[config.mk]
export PLATFORM = sky130hd
export DESIGN_NAME = sram_req_ctrl
export DESIGN_NICKNAME = d
export VERILOG_FILES = /design/src/rtl/sram_req_ctrl.sv
export SDC_FILE = /design/constraint.sdc
export NUM_CORES = 1
export LEC_CHECK = 0
export BUFFER_PORTS_ARGS = -buffer_cell sky130_fd_sc_hd__buf_2
export CORE_MARGIN = 2
export CORE_UTILIZATION = 55
export CTS_CLUSTER_SIZE = 30
export DETAILED_ROUTE_END_ITERATION = 16
export GPL_ROUTABILITY_DRIVEN = 0
export PLACE_DENSITY = 0.78
export SLEW_MARGIN = 40
export SYNTH_ARGS = -nofsm -noshare
export SYNTH_HDL_FRONTEND = slang
export SYNTH_SLANG_ARGS = --single-unit
[constraint.sdc]
create_clock -name clk -period 6.9 [get_ports clk]
set_input_delay 0.345 -clock clk [delete_from_list [all_inputs] [get_ports clk]]
set_output_delay 0.345 -clock clk [all_outputs]
set_load 0.02 [all_outputs]
[src/rtl/sram_req_ctrl.sv]
// In-order request sequencer for the 8x32 dual-port SRAM: valid/ready command FIFO in,
// registered SRAM strobes out, read data returned on a valid/ready response port.
module sram_req_ctrl #(
  parameter int DW         = 32,
  parameter int AW         = 3,
  parameter int FIFO_DEPTH = 4,
  parameter int RD_LAT     = 1
) (
  input  logic          clk,
  input  logic          rst_n,
  input  logic          req_valid,
  output logic          req_ready,
  input  logic          req_we,
  input  logic [AW-1:0] req_addr,
  input  logic [DW-1:0] req_wdata,
  output logic          rsp_valid,
  input  logic          rsp_ready,
  output logic [DW-1:0] rsp_rdata,
  output logic [AW-1:0] rsp_addr,
  output logic          mem_wr,
  output logic          mem_rd,
  output logic [AW-1:0] mem_addr,
  output logic [DW-1:0] mem_din,
  input  logic [DW-1:0] mem_dout,
  output logic          busy
);
  localparam int PW = $clog2(FIFO_DEPTH);
  localparam int CW = $clog2(FIFO_DEPTH + 1);
  localparam int LW = $clog2(RD_LAT + 2);

  typedef struct packed {
    logic          we;
    logic [AW-1:0] addr;
    logic [DW-1:0] wdata;
  } req_t;

  typedef enum logic [1:0] {IDLE, WAIT, RSP} state_t;

  req_t [FIFO_DEPTH-1:0] fifo_q;
  req_t                  head;
  logic [PW-1:0]         wptr_q, rptr_q;
  logic [CW-1:0]         count_q;
  logic                  push, pop;

  state_t        state_q, state_d;
  logic [LW-1:0] wcnt_q, wcnt_d;
  logic          wr_d, rd_d, rv_d;
  logic [AW-1:0] addr_d, raddr_d;
  logic [DW-1:0] din_d, rdata_d;

  // Ready depends only on the registered count, so a same-cycle pop never frees a slot early.
  assign req_ready = (count_q != CW'(FIFO_DEPTH));
  assign push      = req_valid && req_ready;
  assign head      = fifo_q[rptr_q];
  assign busy      = (count_q != '0) || (state_q != IDLE) || mem_wr || mem_rd;

  always_ff @(posedge clk) begin
    if (push) fifo_q[wptr_q] <= {req_we, req_addr, req_wdata};
  end

  always_ff @(posedge clk or negedge rst_n) begin
    if (!rst_n) begin
      wptr_q  <= '0;
      rptr_q  <= '0;
      count_q <= '0;
    end else begin
      if (push) wptr_q <= wptr_q + PW'(1);
      if (pop)  rptr_q <= rptr_q + PW'(1);
      count_q <= count_q + CW'(push) - CW'(pop);
    end
  end

  always_comb begin
    state_d = state_q;
    wcnt_d  = wcnt_q;
    pop     = 1'b0;
    wr_d    = 1'b0;
    rd_d    = 1'b0;
    addr_d  = mem_addr;
    din_d   = mem_din;
    rv_d    = rsp_valid;
    rdata_d = rsp_rdata;
    raddr_d = rsp_addr;
    case (state_q)
      IDLE: begin
        if (count_q != '0) begin
          pop    = 1'b1;
          addr_d = head.addr;
          if (head.we) begin
            wr_d  = 1'b1;
            din_d = head.wdata;
          end else begin
            rd_d    = 1'b1;
            wcnt_d  = LW'(RD_LAT);
            state_d = WAIT;
          end
        end
      end
      WAIT: begin
        // mem_addr is not touched while a read is outstanding, so it still names the read.
        if (wcnt_q == '0) begin
          rv_d    = 1'b1;
          rdata_d = mem_dout;
          raddr_d = mem_addr;
          state_d = RSP;
        end else begin
          wcnt_d = wcnt_q - LW'(1);
        end
      end
      RSP: begin
        if (rsp_ready) begin
          rv_d    = 1'b0;
          state_d = IDLE;
        end
      end
      default: state_d = IDLE;
    endcase
  end

  always_ff @(posedge clk or negedge rst_n) begin
    if (!rst_n) begin
      state_q   <= IDLE;
      wcnt_q    <= '0;
      mem_wr    <= 1'b0;
      mem_rd    <= 1'b0;
      mem_addr  <= '0;
      mem_din   <= '0;
      rsp_valid <= 1'b0;
      rsp_rdata <= '0;
      rsp_addr  <= '0;
    end else begin
      state_q   <= state_d;
      wcnt_q    <= wcnt_d;
      mem_wr    <= wr_d;
      mem_rd    <= rd_d;
      mem_addr  <= addr_d;
      mem_din   <= din_d;
      rsp_valid <= rv_d;
      rsp_rdata <= rdata_d;
      rsp_addr  <= raddr_d;
    end
  end
endmodule
# After elaboration in Yosys (flattened, before gate mapping)
# Cells that the tools add are included.
# Widths: inputs -> output; s select.
[word_totals]
ff_bits = 228
in_bits = 72
elab_cells = 80
out_inout_bits = 75
[classes]
magnitude_cmp = 3
n_eq_ne = 8
reduce_logical = 17
mux = 23
add_sub_neg = 5
[ops]
columns = ["cell", "count"]
rows = [
  ["$bwmux 144", 1],
  ["$bmux 36 s2", 1],
  ["$demux 36 s2", 1],
  ["$mux 36", 2],
  ["$mux 1", 10],
  ["$mux 2", 5],
  ["$ne 2x2->1 const B", 5],
  ["$reduce_and 4->1", 2],
  ["$lt 2x3->1 const B", 2],
  ["$pmux 2 s3", 1],
  ["$reduce_and 3->1", 2],
  ["$reduce_bool 2->1", 3],
  ["$add 2x1->2 const B", 2],
  ["$logic_not 2->1", 2],
  ["$pmux 2 s2", 1],
  ["$reduce_and 2->1", 2],
  ["$add 3x1->3", 1],
  ["$logic_or 1x1->1", 3],
  ["$ne 3x3->1 const B", 1],
  ["$reduce_bool 3->1", 1],
  ["$sub 3x1->3", 1],
  ["$eq 2x1->1 const B", 1],
  ["$eq 2x2->1 const B", 1],
  ["$ge 2x1->1 const B", 1],
  ["3 further kinds", 4],
]

# Logic depth before layout (Yosys ltp)
[depth]
word_depth = 5
depth_mapped = 10
mapped_depth_nobuf = 10

# Least setup slack after synthesis
# Ideal clock, no wire load.
[synth_timing]
path_type = "register -> register"
from = "reg count_q[1]"
to = "reg count_q[2]"
path_buffers = 0
setup_ns = 0.126
stages_incl_launch_ff = 11
required_ns = 6.774
setup_slack_ns = 4.491
period_less_slack_ns = 2.409
arrival_ns = 2.284
cell_sequence = "dfrtp_1 or3b_1 and2_1 inv_1 ha_1 inv_1 ha_1 inv_1 fa_1 xnor2_1 xnor2_1"
[synth_via]
elab_chain_cells = 4
word_cells_on_any_way = 7
classes_between = "add/sub: 2; eq/ne: 1; mux: 2; reduce/logical: 2"
[synth_rtl]
columns = ["item", "line_no", "source"]
rows = [
  ["start, declared", "42", "logic [CW-1:0] count_q;"],
  ["start signal, assigned", "69", "count_q <= count_q + CW'(push) - CW'(pop);"],
  ["$ne 3x3->1", "52", "assign req_ready = (count_q != CW'(FIFO_DEPTH));"],
  ["via req_ready", "12", "output logic req_ready,"],
  ["$logic_and 1x1->1", "53", "assign push = req_valid && req_ready;"],
  ["$add 3x1->3", "69", ""],
  ["$sub 3x1->3", "69", ""],
]
# The timed path passes the listed nets, and every way through them passes these cells.
# A chain may end at the register's enable or synchronous reset.

# Worst setup path in the final report
[layout_timing]
from = "reg rptr_q[0]"
to = "reg mem_din[31]"
[layout_via]
elab_chain_cells = 3
[layout_rtl]
columns = ["item", "line_no", "source"]
rows = [
  ["start, declared", "41", "logic [PW-1:0] wptr_q, rptr_q;"],
  ["start signal, assigned", "68", "if (pop) rptr_q <= rptr_q + PW'(1);"],
  ["$bmux 36 s2 *", "54", "assign head = fifo_q[rptr_q];"],
  ["$mux 36 (implied by the code) *", "54", ""],
  ["$reduce_and 3->1 (no source line)", "-", ""],
  ["end signal, assigned", "137", "mem_din <= din_d;"],
  ["end, declared", "23", "output logic [DW-1:0] mem_din,"],
]
# Every way passes the cells marked *; elsewhere a longest branch is shown, timed or not. The select of a mux whose other input is x is not followed.

==> summary.txt <==
clk buf depth -> 3
CTS Root Cell -> clkbuf_16
max frequency -> 382.2 MHz
H-tree lvl count -> 1
syn avg cell area -> 21.90 µm²
post-CTS setup buffer count -> 0
Setup-failing EPs final -> 0
async set-reset flop share out of synthesis -> 36.84%
CTS resizes -> 0
initial antenna violation count -> 1
Setup Skew -> 0.01895 ns
P_leak -> 4.280 nW
GRT overflow -> 0
DR vias/cell -> 5.326
post-synthesis mux area share -> 21.03%
Comb pwr share -> 32.3%
Total Wirelength -> 15390 µm
crit path capture type -> register
Flop pwr share -> 42.4%
1st-iter DRT viols -> 259
CTS tree -> yes
I/O pins -> 147
Wirelength per Cell -> 19.39 µm
Worst Path Arrival -> 3.01 ns
vias in the first global route -> 4413
post-layout min period -> 2.616 ns
Seq/Total Area, Yosys -> 73.18%
WS Path Type -> reg -> reg
hpwl dp -> 9231 µm
core area -> 15770 µm²
initial core utilization -> 55.68%
Vias -> 4229
Num Clock Sinks -> 228
HP Class -> in -> reg
clk_lat worst skew -> 0.52 ns
ys flop type -> edfxtp_1
DIE AREA -> 16990 µm²
critical path data required time -> 7.29 ns
cells along the critical path -> mux4_2 > nand3_4 > mux2_2
1st-pass router iterations -> 4
Worst VDD drop -> 300.0 µV
ranking of synthesized cells by area -> edfxtp_1, dfrtp_1, mux4_1
post-synthesis cell area -> 8781 µm²
Hold WS -> 0.03503 ns
Post-synth EDFFs -> 144
#FFs+latches synth -> 228
Site Rows -> 46
worst-path fanout max -> 38
Internal -> 3.570 mW
Cell variety after synth -> 34
Rel. slew slack -> 51.17%
Remaining DRCs -> 0
# fillers -> 1086
area grow syn2layout -> 19.81%
buffers added on ports -> 146
CTS Buf Count -> 24
die height -> 130.4 µm
worst stage delay on the critical path -> 0.86 ns
Top delay family on crit path -> multiplexers
met1 Resource Use GR -> 22.95%
status -> completed
Final nets -> 640
synthesized instance count -> 401
part of the power in the clock network -> 25.3%
Crit path buffers/inverters -> 0
Tcrit/Tclk final -> 37.92%
Post-Synth Adder-Cell Area -> 1.225%
gr usage total -> 18.27%
Hold Vio Cnt, Final -> 0
ANT cells -> 0
xor/xnor share of the synthesized area -> 0.4987%
Max-Cap Viols -> 0
simple-gate share of the synthesized area -> 1.439%
power per cell area -> 492.7 nW/µm²
total negative slack -> 0 ns
met3 usage -> 4.387%
Net Sw Power -> 1.613 mW
Least-Margin Pin Slew -> 0.7324 ns
Core Util, Final -> 66.71%
clk slew on worst S/H paths -> 0.06 ns
Yosys top cell area share -> 49.24%
max-slew violation count -> 0
synth warn -> 0
first-pass GRT wire length -> 23470 µm
switch share -> 31.12%
largest net degree at the start of global routing -> 85
main combinational cell family by area after synthesis -> multiplexers
Power, Total -> 5.183 mW
unrepaired setup endpoints after global routing -> no
Die X -> 130.4 µm
layout cells sized above 1 -> 45.67%
met2 Use GR -> 32.28%
CP startpoint kind -> register
Synth area leader -> edfxtp_1
Synth Net Count -> 481
most used routing layer -> met2
slowest CP cell -> dfrtp_4
compound-gate portion of the synthesized area -> 0.5415%
Antenna Violating Nets Remaining -> 0
layout make-up:
cell class / instances / area, µm² / area share [%]
clock buffers: 30 / 633.1 / 6.018
repair buffers: 148 / 757.0 / 7.196
well taps: 216 / 270.3 / 2.569
multi-input cells: 147 / 2192 / 20.84
clock inverters: 14 / 192.7 / 1.832
flip-flops and latches: 228 / 6434 / 61.16
inverters: 11 / 41.29 / 0.3925
through the flow:
stage                     std cells  area, µm²  setup WS (ns)
after global placement          749       9658          4.012
after global routing            794      10520          4.139
after CTS                       794      10520          4.262
after floorplan                 401       8781          4.491
after detailed placement        749       9679          4.259
final                           794      10520          4.284
worst reg2reg max path, delay by kind of cell (launching register included):
| kind | cells | cell delay, ns |
|---|---|---|
| flip-flops | 1 | 0.86 |
| multiplexers | 2 | 1.07 |
| AND/OR/NAND/NOR | 1 | 0.57 |
cells in the final DEF, fill, tap and decap left out, types with 2 or more instances in the layout:
cell type   netlist  routed
dfrtp_4           0       2
mux4_1           34      34
mux2_2           42      42
clkbuf_16         0      24
mux2_4           29      29
clkinv_2          0       2
ha_1              7       7
clkinv_8          0       2
inv_1            11      11
nand2_1           2       2
clkbuf_1          2       5
xnor2_1           5       5
clkbuf_8          0       2
clkinvlp_4        0       2
o21ai_0           4       4
nor3_1            2       2
dfrtp_1          84      82
buf_2             5     145
edfxtp_1        144     144
clkinv_1          0       4
mux4_2            2       2
and3_4            0       4
bufinv_16         0       4
what timing repair did:
item	CTS	global route
hold endpoints to repair	84	0
endpoints found under the setup margin	0	0
hold buffers	1	0
synth_stat cells (2+ instances only):
| library cell | instances |
|---|---|
| xnor2_1 | 5 |
| clkbuf_1 | 2 |
| inv_1 | 11 |
| nand2_1 | 2 |
| and3_1 | 4 |
| mux2_2 | 42 |
| buf_2 | 5 |
| ha_1 | 7 |
| mux2_4 | 29 |
| dfrtp_1 | 84 |
| edfxtp_1 | 144 |
| buf_6 | 4 |
| o21ai_0 | 4 |
| buf_12 | 3 |
| mux4_1 | 34 |
| mux4_2 | 2 |
| nor3_1 | 2 |
routing by layer:
layer	up-vias	part of all wire, %
li1	1920	-
met1	2130	41
met2	146	50
met3	31	6.9
met4	2	1.9
met5	-	0.052
power by group through the flow:
| stage | logic, mW | registers, mW | clock network, mW |
|---|---|---|---|
| 2_1_floorplan | 1.10 | 2.35 | 0 |
| 3_3_place_gp | 1.63 | 2.20 | 0 |
| 3_5_place_dp | 1.69 | 2.22 | 0 |
| 4_1_cts | 1.70 | 2.20 | 1.33 |
| 5_1_grt | 1.81 | 2.25 | 1.39 |
| 6_report | 1.67 | 2.20 | 1.31 |
cell families after synthesis:
group,after synthesis
flip-flops,228
multiplexers,107
buffers and inverters,26
AND/OR/NAND/NOR,19
AO/OA/AOI/OAI,8
adder cells (fa/ha/maj),8
XOR/XNOR,5
registers in the layout (all words and copies together) (netlist names):
signal / cells
mem_addr: 3
rsp_addr: 3
rsp_rdata: 32
rsp_valid: 1
wptr_q: 2
mem_rd: 1
wcnt_q: 2
mem_wr: 1
fifo_q: 144
count_q: 3
state_q: 2
mem_din: 32
rptr_q: 2
path summary, 6_finish.rpt:
kind / startpoint / end / slack (ns) / cells past startpoint
min in group asynchronous: rst_n / mem_din[27] / 0.47 / 2
worst min-delay path: req_wdata[0] / fifo_q[0] / 0.04 / 1
max in group asynchronous: rst_n / rptr_q[0] / 5.89 / 2
worst max-delay path: rptr_q[0] / mem_din[31] / 4.28 / 3
worst min register to register: rsp_rdata[0] / rsp_rdata[0] / 0.50 / 1
worst max register to register: rptr_q[0] / mem_din[31] / 4.28 / 3
Note: power is estimated with default switching activity, not from simulation.
